`src/rtl/line_fill_responder.sv`:
```
// rtl/line_fill_responder.sv - memory-side line-fill responder for the LRU cache backend
//
// Accepts line-address requests into a small FIFO, waits a fixed read latency and
// returns one full line per request, in request order. Line content is a fixed
// function of the address: word i of line a = {a[31:0], i[31:0]}; addresses at or
// beyond MEM_LINES return an all-ones line and bump err_cnt.
//
// Ports:
//   clk                      in   clock, rising edge
//   rstn                     in   asynchronous active-low reset
//   req_addr_stream_tdata    in   [TAGS_WIDTH-1:0] requested line address
//   req_addr_stream_tvalid   in   request valid
//   req_addr_stream_tready   out  request FIFO has room (registered)
//   bak_data_stream_tdata    out  [CACHE_SIZE-1:0] returned line
//   bak_data_stream_tvalid   out  line valid, held until accepted
//   bak_data_stream_tready   in   consumer accepts line
//   busy                     out  FIFO non-empty or FSM not idle
//   req_cnt                  out  [31:0] accepted requests, wrapping
//   err_cnt                  out  [15:0] out-of-range requests, saturating
module line_fill_responder #(
  parameter int TAGS_WIDTH     = 48,
  parameter int CACHE_SIZE     = 512,
  parameter int MEM_LINES      = 256,
  parameter int READ_LATENCY   = 4,
  parameter int REQ_FIFO_DEPTH = 4
) (
  input  logic                  clk,
  input  logic                  rstn,
  input  logic [TAGS_WIDTH-1:0] req_addr_stream_tdata,
  input  logic                  req_addr_stream_tvalid,
  output logic                  req_addr_stream_tready,
  output logic [CACHE_SIZE-1:0] bak_data_stream_tdata,
  output logic                  bak_data_stream_tvalid,
  input  logic                  bak_data_stream_tready,
  output logic                  busy,
  output logic [31:0]           req_cnt,
  output logic [15:0]           err_cnt
);

  localparam int PTR_W  = $clog2(REQ_FIFO_DEPTH);
  localparam int CNT_W  = PTR_W + 1;
  localparam int LAT_W  = (READ_LATENCY > 2) ? $clog2(READ_LATENCY) : 1;
  localparam int WORDS  = CACHE_SIZE / 64;

  localparam logic [LAT_W-1:0] LAT_LOAD = LAT_W'(READ_LATENCY - 2);
  localparam logic [CNT_W-1:0] CNT_FULL = CNT_W'(REQ_FIFO_DEPTH);

  localparam logic [1:0] S_IDLE = 2'd0;
  localparam logic [1:0] S_WAIT = 2'd1;
  localparam logic [1:0] S_RESP = 2'd2;

  // Request FIFO: pointers carry one extra bit so full and empty are distinguishable.
  logic [TAGS_WIDTH-1:0] r_fifo_mem [REQ_FIFO_DEPTH];
  logic [CNT_W-1:0]      r_wr_ptr;
  logic [CNT_W-1:0]      r_rd_ptr;
  logic                  r_req_tready;

  logic [1:0]            r_state;
  logic [LAT_W-1:0]      r_lat_cnt;
  logic [31:0]           r_addr_lo;
  logic                  r_oor;
  logic [CACHE_SIZE-1:0] r_bak_tdata;
  logic                  r_bak_tvalid;
  logic [31:0]           r_req_cnt;
  logic [15:0]           r_err_cnt;

  logic [CNT_W-1:0]      w_count;
  logic [CNT_W-1:0]      w_count_next;
  logic                  w_empty;
  logic                  w_push;
  logic                  w_pop;
  logic [TAGS_WIDTH-1:0] w_head;
  logic                  w_head_oor;
  logic [CACHE_SIZE-1:0] w_pattern;

  assign w_count    = r_wr_ptr - r_rd_ptr;
  assign w_empty    = (w_count == '0);
  assign w_push     = req_addr_stream_tvalid && r_req_tready;
  assign w_head     = r_fifo_mem[r_rd_ptr[PTR_W-1:0]];
  assign w_head_oor = (w_head >= TAGS_WIDTH'(MEM_LINES));

  // The FIFO head leaves either from IDLE or on a response handshake, which lets
  // back-to-back requests skip the IDLE cycle.
  assign w_pop = !w_empty &&
                 ((r_state == S_IDLE) || ((r_state == S_RESP) && bak_data_stream_tready));

  assign w_count_next = w_count + {{PTR_W{1'b0}}, w_push} - {{PTR_W{1'b0}}, w_pop};

  always_ff @(posedge clk) begin
    if (w_push) begin
      r_fifo_mem[r_wr_ptr[PTR_W-1:0]] <= req_addr_stream_tdata;
    end
  end

  // tready is registered from the post-edge occupancy, so it stays low out of reset
  // and rises on the first edge after release.
  always_ff @(posedge clk or negedge rstn) begin
    if (!rstn) begin
      r_wr_ptr     <= '0;
      r_rd_ptr     <= '0;
      r_req_tready <= 1'b0;
      r_req_cnt    <= '0;
    end else begin
      if (w_push) begin
        r_wr_ptr  <= r_wr_ptr + CNT_W'(1);
        r_req_cnt <= r_req_cnt + 32'd1;
      end
      if (w_pop) begin
        r_rd_ptr <= r_rd_ptr + CNT_W'(1);
      end
      r_req_tready <= (w_count_next != CNT_FULL);
    end
  end

  always_comb begin
    w_pattern = '0;
    for (int i = 0; i < WORDS; i++) begin
      w_pattern[i*64 +: 64] = {r_addr_lo, 32'(i)};
    end
    if (r_oor) begin
      w_pattern = '1;
    end
  end

  always_ff @(posedge clk or negedge rstn) begin
    if (!rstn) begin
      r_state      <= S_IDLE;
      r_lat_cnt    <= '0;
      r_addr_lo    <= '0;
      r_oor        <= 1'b0;
      r_bak_tdata  <= '0;
      r_bak_tvalid <= 1'b0;
      r_err_cnt    <= '0;
    end else begin
      if (w_pop) begin
        r_addr_lo <= w_head[31:0];
        r_oor     <= w_head_oor;
        r_lat_cnt <= LAT_LOAD;
        if (w_head_oor && (r_err_cnt != 16'hFFFF)) begin
          r_err_cnt <= r_err_cnt + 16'd1;
        end
      end
      case (r_state)
        S_IDLE: begin
          if (w_pop) begin
            r_state <= S_WAIT;
          end
        end
        S_WAIT: begin
          if (r_lat_cnt == '0) begin
            r_bak_tdata  <= w_pattern;
            r_bak_tvalid <= 1'b1;
            r_state      <= S_RESP;
          end else begin
            r_lat_cnt <= r_lat_cnt - LAT_W'(1);
          end
        end
        S_RESP: begin
          if (bak_data_stream_tready) begin
            r_bak_tvalid <= 1'b0;
            r_state      <= w_pop ? S_WAIT : S_IDLE;
          end
        end
        default: begin
          r_state <= S_IDLE;
        end
      endcase
    end
  end

  assign req_addr_stream_tready = r_req_tready;
  assign bak_data_stream_tdata  = r_bak_tdata;
  assign bak_data_stream_tvalid = r_bak_tvalid;
  assign busy                   = !w_empty || (r_state != S_IDLE);
  assign req_cnt                = r_req_cnt;
  assign err_cnt                = r_err_cnt;

endmodule

```
`config.mk`:
```
export PLATFORM = sky130hd
export DESIGN_NAME = line_fill_responder
export DESIGN_NICKNAME = d
export VERILOG_FILES = /design/src/rtl/line_fill_responder.sv
export SDC_FILE = /design/constraint.sdc
export NUM_CORES = 1
export LEC_CHECK = 0
export CORE_AREA = 5 5 240 242
export CTS_CLUSTER_DIAMETER = 40
export DETAILED_ROUTE_END_ITERATION = 6
export DIE_AREA = 0 0 245 247
export GPL_TIMING_DRIVEN = 0
export SYNTH_ARGS = -nofsm -noshare
export SYNTH_HDL_FRONTEND = slang
export SYNTH_SLANG_ARGS = --single-unit
```
`constraint.sdc`:
```
create_clock -name clk -period 4.92 [get_ports clk]
set_input_delay 0.984 -clock clk [delete_from_list [all_inputs] [get_ports clk]]
set_output_delay 0.984 -clock clk [all_outputs]
set_load 0.005 [all_outputs]
```
* After elaboration in Yosys (flattened, before gate mapping)
Memories as Yosys holds them, arrays and structs flattened.
Index checks and enable logic that the tools add are counted.
** Storage, ports and cells
- Bits in writable memories :: 192
- Output and inout bits :: 563
- Word-level logic and storage cells :: 58
- Flip-flop bits (word level) :: 605
- Memories :: 1
** Memories
- r_fifo_mem :: words 4, width 48, read ports 1, clocked after Yosys merged registers in 0, wr ports 1, RTL line 53 : logic [TAGS_WIDTH-1:0] r_fifo_mem [REQ_FIFO_DEPTH];
** Operators by class
- Multiplexer cells :: 14
- Reduce and logical (&&, ||, !) cells :: 16
- Add/subtract/negate cells :: 8
- Eq/ne operators :: 7
- Order comparisons :: 1
** Operator list (count)
- two-way mux 512 bit :: 1
- greater-or-equal comparator 48 x 9 -> 1 bit (second input constant) :: 1
- adder 32 x 1 -> 32 bit (second input constant) :: 1
- adder 16 x 1 -> 16 bit (second input constant) :: 1
- != test 16 bit (second input constant) :: 1
- two-way mux 2 bit :: 6
- adder 3 x 1 -> 3 bit (second input constant) :: 2
- != test 2 bit (second input constant) :: 3
- one-hot mux 2 bit (3 select lines) :: 1
- AND reduction 3 bit :: 2
- two-way mux 1 bit :: 5
- logical AND 1 bit :: 4
- logical NOT 2 bit :: 2
- AND reduction 2 bit :: 2
- nonzero test 2 bit :: 2
- adder 3 x 1 -> 3 bit :: 1
- logical NOT 3 bit :: 1
- != test 3 bit (second input constant) :: 1
- subtractor 3 x 1 -> 3 bit :: 1
- subtractor 3 bit :: 1
- equality test 2 x 1 -> 1 bit (second input constant) :: 1
- equality test 2 bit (second input constant) :: 1
- logical OR 1 bit :: 2
- one-hot mux 1 bit (2 select lines) :: 1
- other kinds (2) :: 2

* Depth between registers and ports, before layout
Gate-level depths: netlist of the first run.
- Depth in word-level cells :: 7
- Gate-level depth with buffers :: 14
- Gate-level depth less buffers :: 13

* Worst setup path before layout of the first run
Ideal clock, no wire load.
- Kind :: reg2out
- Start point :: register, netlist name bak_data_stream_tdata[479]
- End point :: output port bak_data_stream_tdata[10]
- Arrival :: 4.463 ns
- Required time :: 3.936 ns
- Setup slack :: -0.527 ns
- Path buffers :: 1
- Stages on the path, launching flop included :: 2
- Cell sequence :: dfrtp_1 -> buf_4
** RTL lines
- end, declared :: RTL line 32 : output logic [CACHE_SIZE-1:0] bak_data_stream_tdata,

* Final worst setup path of the first run
- Start point :: register r_wr_ptr[0]
- End point :: register r_req_tready, in the netlist req_addr_stream_tready
** On the way
- Word-level cells in the longest chain between the ends :: 6
- Elaborated cells between the ends (all ways) :: 7
- Classes of those cells :: add/sub (3); eq/ne (1); reduce/logical (3)
** Ends and longest elaborated chain
- start, declared :: RTL line 54 : logic [CNT_W-1:0] r_wr_ptr;
- start signal, assigned :: RTL line 105 : r_wr_ptr <= r_wr_ptr + CNT_W'(1);
- subtractor 3 bit :: RTL line 76 : assign w_count = r_wr_ptr - r_rd_ptr;
- logical NOT 3 bit :: RTL line 77 : assign w_empty = (w_count == '0);
- logical NOT 1 bit :: RTL line 84 : assign w_pop = !w_empty &&
- logical AND 1 bit :: RTL line 84
- net w_pop :: RTL line 71 : logic w_pop;
- subtractor 3 x 1 -> 3 bit :: RTL line 87 : assign w_count_next = w_count + {{PTR_W{1'b0}}, w_push} - {{PTR_W{1'b0}}, w_pop};
- != test 3 bit :: RTL line 111 : r_req_tready <= (w_count_next != CNT_FULL);
- end signal, assigned :: RTL line 111
- end, declared :: RTL line 56 : logic r_req_tready;
The timed path passes the listed nets, and every way through them passes these cells.
A chain may end at the register's enable or synchronous reset.

==> results.ini, run 1 <==
[grt]
antenna_found_initial = 5
grt_max_degree = 115
track_usage_pct = 14.6
grt_pass1_wl_um = 67900
overflow = 0
grt_pass1_vias = 10300

[logic_synthesis]
yosys.area.top_type = edfxtp_1
syn_avg_cell_area_um2 = 13.0
ys_seq_area_share_pct = 56.2
ys_types = 52
yosysWarningCount = 0
yosysMostFrequentCell = buf_4
synth-async-reset-ratio_pct = 39.8
synth_top_area_share_pct = 36.2
synth-edff-count = 192
synth_seq_cells = 319
synth-main-ff-cell = edfxtp_1
synthesis.area_um2 = 15900
synthCells = 1225
synthTopCellsByArea = edfxtp_1 36%, buf_4 23%, dfrtp_1 20%
synth_fp_nets = 1289
synth_commonest_cells = 479 x buf_4, 192 x edfxtp_1, 127 x dfrtp_1

[min_path]
hp-class = in2async

[critical_path]
arrival_ns = 4.70
cp-start-kind = flop
worstSetupEndpointType = flop
critPathKind = reg2reg
cp_max_fo = 10
required_ns = 5.31

[die]
dieArea_um2 = 60500
core.rowCount = 86
chipHeight_um = 247
die_w_um = 245
core_um2 = 54900
pin_count = 615
initial_core_util_pct = 29.0

[sta]
slew_violations = 0
setup_viol = 0
fmaxAchievable_ghz = 0.232
tightest_slew_ns = 0.888
timing.final.ws_setup_ns = 0.615
fin_skew_ns = 0.0150
fin_crit_ns = 4.31
max_slew_margin_pct = 40.8
holdWs_ns = 0.345
hold_viol = 0
rsz0062_at_grt = false
finalCritPeriodShare_pct = 87.5

[finish]
fillCellCount = 4988
syn2layout_area_growth_pct = 53.5
layout-drive-gt1-share_pct = 32.8
seq_area_um2 = 8950
finish.net_count = 1950
multi_input_area_um2 = 3200
final_area_um2 = 24400

[route]
vias = 10600
routedWlPerCell_um = 18.1
drt-initial-drc-count = 425
via_per_inst = 4.03
drt-total-wl_um = 47400
drtPass1Iterations = 4
drtAntennaViolNets = 0
drc_errors = 0

[clocking]
postCtsSetupBuffers = 0
clockBufferDepth = 3
insertion_delay_ns = 0.52
cts_resized = 0
clock-sinks = 319
htree_levels = 2
ctsHoldBuffers = 0
clkSlewWorstSetupHoldPaths_ns = 0.06
cts_tree = yes
clockRootBuffer = clkbuf_16
cts_buffers = 38

[power]
vdd_drop_max_uv = 296
p_total_mw = 8.72
power_density_nw_per_um2 = 357
p_leak_nw = 9.77

[place]
dpl-instance-area_um2 = 23100
dp_hpwl_um = 36900
gp_congestion = 0.769
port_buffers = 614
pre_cts_slack_ns = 0.563

[flow_run]
cap_violations = 0

[run_status]
outcome = finished clean

[cell families after synthesis]
kind of cell             Yosys count  share of synthesized area, %
AND/OR/NAND/NOR                  196                          6.31
AO/OA/AOI/OAI                     60                          2.53
flip-flops                       319                          56.2
multiplexers                      68                          7.31
XOR/XNOR                          52                          2.86
adder cells (fa/ha/maj)           12                          1.04
buffers and inverters            518                          23.7
[final timing paths]
check                       startpoint  cells past startpoint                          to  slack (ns)
hold / removal                    rstn                      1  bak_data_stream_tdata[491]        0.34
max in group asynchronous         rstn                      2  bak_data_stream_tdata[479]        3.76
min in group clk           req_cnt[31]                      1                 req_cnt[31]        0.47
setup / recovery           r_wr_ptr[0]                     14      req_addr_stream_tready        0.61
setup reg to reg           r_wr_ptr[0]                     14      req_addr_stream_tready        0.61
hold reg to reg            req_cnt[31]                      1                 req_cnt[31]        0.47
[state kept, by name, summed over array words and instances, names as in the netlist]
name / flops
err_cnt: 16
req_cnt: 32
r_fifo_mem: 192
req_addr_stream_tready: 1
bak_data_stream_tvalid: 1
r_state: 2
bak_data_stream_tdata: 34
r_rd_ptr: 3
r_oor: 1
r_addr_lo: 32
r_lat_cnt: 2
r_wr_ptr: 3
[power breakdown]
part | switching (mW) | leakage (nW) | internal, mW
Sequential | 0.225 | 3.23 | 3.42
Combinational | 1.22 | 5.92 | 1.06
Clock | 1.07 | 0.625 | 1.71
[final cells by class]
type                            instances  share of cell area, %
Inverter                               11                  0.169
Antenna cell                            4                 0.0410
Timing Repair Buffer                  621                   25.9
Buffer                                507                   15.3
Tap cell                              704                   3.61
Clock inverter                         17                  0.671
Multi-Input combinational cell        388                   13.1
Clock buffer                           53                   4.59
Sequential cell                       319                   36.6
[worst max-delay path: stages, from the launching register on]
cell	delay, ns
dfrtp_1	0.39
inv_1	0.12
ha_1	0.23
fa_1	0.38
xnor2_1	0.19
xnor2_1	0.16
a311oi_2	0.76
clkbuf_1	0.54
ha_1	0.21
inv_1	0.04
ha_1	0.18
fa_1	0.37
xnor2_1	0.20
xnor2_1	0.07
or3_1	0.33
[layout by cell type (no fill, tap or decap), drive strengths merged, types with 4 or more instances in the layout]
| cell type | count |
|---|---|
| xnor2 | 31 |
| clkdlybuf4s50 | 613 |
| nor3 | 6 |
| xor2 | 21 |
| nand2 | 24 |
| or4 | 4 |
| inv | 15 |
| dfrtp | 127 |
| clkinv | 7 |
| ha | 10 |
| diode | 4 |
| clkinvlp | 4 |
| a311oi | 14 |
| a21oi | 33 |
| mux2 | 36 |
| edfxtp | 192 |
| nor2 | 77 |
| nand3 | 9 |
| nand4 | 23 |
| nor4 | 16 |
| clkbuf | 72 |
| mux4 | 32 |
| and3 | 12 |
| and4 | 6 |
| buf | 496 |
[stage by stage]
| stage | instances | TNS [ns] | util (%) |
|---|---|---|---|
| after detailed placement | 2550 | 0 | 42.1 |
| after floorplan | 1225 | 0 | - |
| final | 2624 | 0 | 44.5 |
| after global routing | 2624 | 0 | 44.5 |
| after global placement | 2543 | -289.01 | 41.8 |
| after CTS | 2620 | 0 | 44.5 |
[metal layers]
layer	up-vias	routed length, um	share of wire (%)	track usage, %
li1	5133	-	-	-
met3	57	2750	5.8	3.05
met5	-	13	0.027	0
met1	5054	17900	38	16.7
met2	337	25800	54	27.6
met4	2	1020	2.1	4.27
(Power assumes the default switching activity.)
==> run 2, diff against run 1 <==
--- a/config.mk
+++ b/config.mk
@@ -10,6 +10,8 @@
 export DETAILED_ROUTE_END_ITERATION = 6
 export DIE_AREA = 0 0 245 247
 export GPL_TIMING_DRIVEN = 0
+export MAX_ROUTING_LAYER = met4
+export SLEW_MARGIN = 20
 export SYNTH_ARGS = -nofsm -noshare
 export SYNTH_HDL_FRONTEND = slang
 export SYNTH_SLANG_ARGS = --single-unit
==> constraint.sdc (replaced) <==
create_clock -name clk -period 4 [get_ports clk]
set_input_delay 0.8 -clock clk [delete_from_list [all_inputs] [get_ports clk]]
set_output_delay 0.8 -clock clk [all_outputs]
set_load 0.005 [all_outputs]
==> run 2 against run 1 <==
Combinational power increased by 26%. Core utilization up 0.34 points. First-iteration DRC count grew 2.8%. Sequential share of layout area is 0.28 points lower.
==> results.ini, run 2 (synthesis results as in run 1) <==
[power]
vdd_drop_max_uv = 416  ; +41%
power_density_nw_per_um2 = 449  ; +26%
p_leak_nw = 9.86  ; +0.93%

[finish]
largest_reg_flops = 192  ; unchanged
final_common_cell = clkdlybuf4s50_1
final_util_pct = 44.8  ; +0.34 points
layout-drive-gt1-share_pct = 33.2  ; +0.35 points
mostFrequentLayoutCells = 613 x clkdlybuf4s50_1, 481 x buf_4, 192 x edfxtp_1
finish.net_count = 1955  ; +0.26%
syn2layout_area_growth_pct = 54.6

[grt]
grt_max_degree = 95  ; -17%
grt_pass1_wl_um = 67700  ; -0.32%
antenna_found_initial = 3  ; -2
track_usage_pct = 15.0  ; +0.38 points
overflow = 0  ; unchanged
grt_pass1_vias = 10300  ; +0.43%

[sta]
fmaxAchievable_ghz = 0.265  ; +14%
fin_skew_ns = 0.0174  ; +0.00240 ns
slew_violations = 0  ; unchanged
max_slew_margin_pct = 42.9  ; +2.2 points
finalCritPeriodShare_pct = 94.2  ; +6.7 points
rsz0062_at_grt = false
setup_viol = 0  ; unchanged
timing.final.ws_setup_ns = 0.232  ; -0.382 ns
fin_crit_ns = 3.77  ; -0.538 ns
tightest_slew_ns = 0.856  ; -0.0325 ns
hold_viol = 0  ; unchanged

[die]
dieArea_um2 = 60500  ; unchanged
die_w_um = 245  ; unchanged
core.rowCount = 86  ; unchanged
core_um2 = 54900  ; unchanged
initial_core_util_pct = 29.0  ; unchanged
chipHeight_um = 247  ; unchanged
pin_count = 615  ; unchanged

[min_path]
hp-class = in2async

[critical_path]
rrSetupSlack_ns = 0.23  ; -0.38 ns
ff2ff_path_depth = 14  ; unchanged
r2r_start = r_wr_ptr[0]
cp_max_fo = 10  ; unchanged
required_ns = 4.41  ; -0.90 ns
worstSetupEndpointType = flop
critPathKind = reg2reg
cp-start-kind = flop
r2r_end = req_addr_stream_tready
arrival_ns = 4.18  ; -0.52 ns

[route]
drt-initial-drc-count = 437  ; +2.8%
drtPass1Iterations = 4  ; unchanged
m1WireLength_um = 18000  ; +0.59%
wl_met3_um = 2750  ; about the same
via_per_inst = 4.02  ; -0.42%
routedWlPerCell_um = 18.0  ; -0.18%
dr_wl_met2_um = 25300  ; -2.0%
vias = 10600  ; -0.19%
drtAntennaViolNets = 0  ; unchanged
drt-total-wl_um = 47500  ; about the same
top_layer = met4
drc_errors = 0  ; unchanged

[run_status]
outcome = finished clean

[clocking]
clkSlewWorstSetupHoldPaths_ns = 0.06  ; about the same
clock-sinks = 319  ; unchanged
cts_buffers = 40  ; +5.3%
ctsHoldBuffers = 0  ; unchanged
clockRootBuffer = clkbuf_16
cts_tree = yes
insertion_delay_ns = 0.53  ; about the same
htree_levels = 2  ; unchanged
clockBufferDepth = 3  ; unchanged

[place]
pre_cts_slack_ns = -0.313  ; -0.876 ns
dp_hpwl_um = 36800  ; -0.47%
port_buffers = 614  ; unchanged
gp_congestion = 0.779  ; +1.3%

[flow_run]
cap_violations = 0  ; unchanged

[run 2: changes by cell type in the layout (fill, tap and decap cells not counted), sizes merged]
| cell | delta |
|---|---|
| buf | +3 |
| clkinv | +2 |
| clkinvlp | -4 |
| diode | -1 |
| inv | +8 |
| clkbuf | -4 |
| bufinv | +2 |
[run 2: critical path, cell delays in order (launching register included)]
cell and delay, ns:
dfrtp_1 0.39, inv_1 0.12, ha_1 0.23, fa_1 0.38
xnor2_1 0.15, xnor2_1 0.40, a311oi_4 0.17, clkbuf_2 0.26
ha_1 0.35, inv_1 0.05, ha_1 0.18, fa_1 0.37
xnor2_1 0.20, xnor2_1 0.07, or3_1 0.32
[run 2: per-layer routing]
layer | GRT usage (%) | vias up
li1 | - | 5144
met1 | 16.7 | 5009
met2 | 27.2 | 338
met3 | 2.95 | 72
met4 | 4.93 | 0
met5 | - | -
[run 2: worst max-delay path by stage]
stage | from | end | slack, ns | cells after the start
floorplan | r_wr_ptr[0] | req_addr_stream_tready | 0.49 | 14
global placement | rstn | bak_data_stream_tdata[479] | -3.51 | 1
detailed placement | r_wr_ptr[0] | req_addr_stream_tready | -0.31 | 14
CTS | r_wr_ptr[0] | req_addr_stream_tready | 0.02 | 14
global route | r_wr_ptr[0] | req_addr_stream_tready | 0.07 | 14
finish | r_wr_ptr[0] | req_addr_stream_tready | 0.23 | 14
[run 2: where the power goes]
part	total (mW)	switching, mW	internal (mW)
logic	2.89	1.53	1.36
registers	4.49	0.283	4.20
clock network	3.68	1.42	2.26
total	11.1	3.23	7.82
[run 2: timing repair]
item | 4_1_cts | 5_1_grt
setup endpoints to repair | 1 | 1
pin swaps | 1 | 1
setup buffers | 0 | 2
resized for setup | 2 | 0
[run 2: cell type report]
class | count | area [um^2]
antenna | 3 | 7.51
buffer | 507 | 3740
clock buffer | 49 | 1100
clock inverter | 25 | 289
fill | 5000 | 30300
inverter | 11 | 41.3
multi-input combinational | 388 | 3220
sequential | 319 | 8950
tap | 704 | 881
timing repair buffer | 624 | 6390
[run 2: per-stage QoR]
step | hold WS [ns] | TNS (ns) | power (mW) | area [um^2] | cells
global route | 0.146 | 0 | 11.6 | 24600 | 2630
global placement | 0.462 | -517.94 | 7.28 | 22900 | 2543
finish | 0.138 | 0 | 11.1 | 24600 | 2630
CTS | 0.128 | 0 | 11.2 | 24600 | 2625
detailed placement | 0.462 | -0.313 | 7.44 | 23200 | 2551
floorplan | 0.465 | 0 | 6.39 | 15900 | 1225
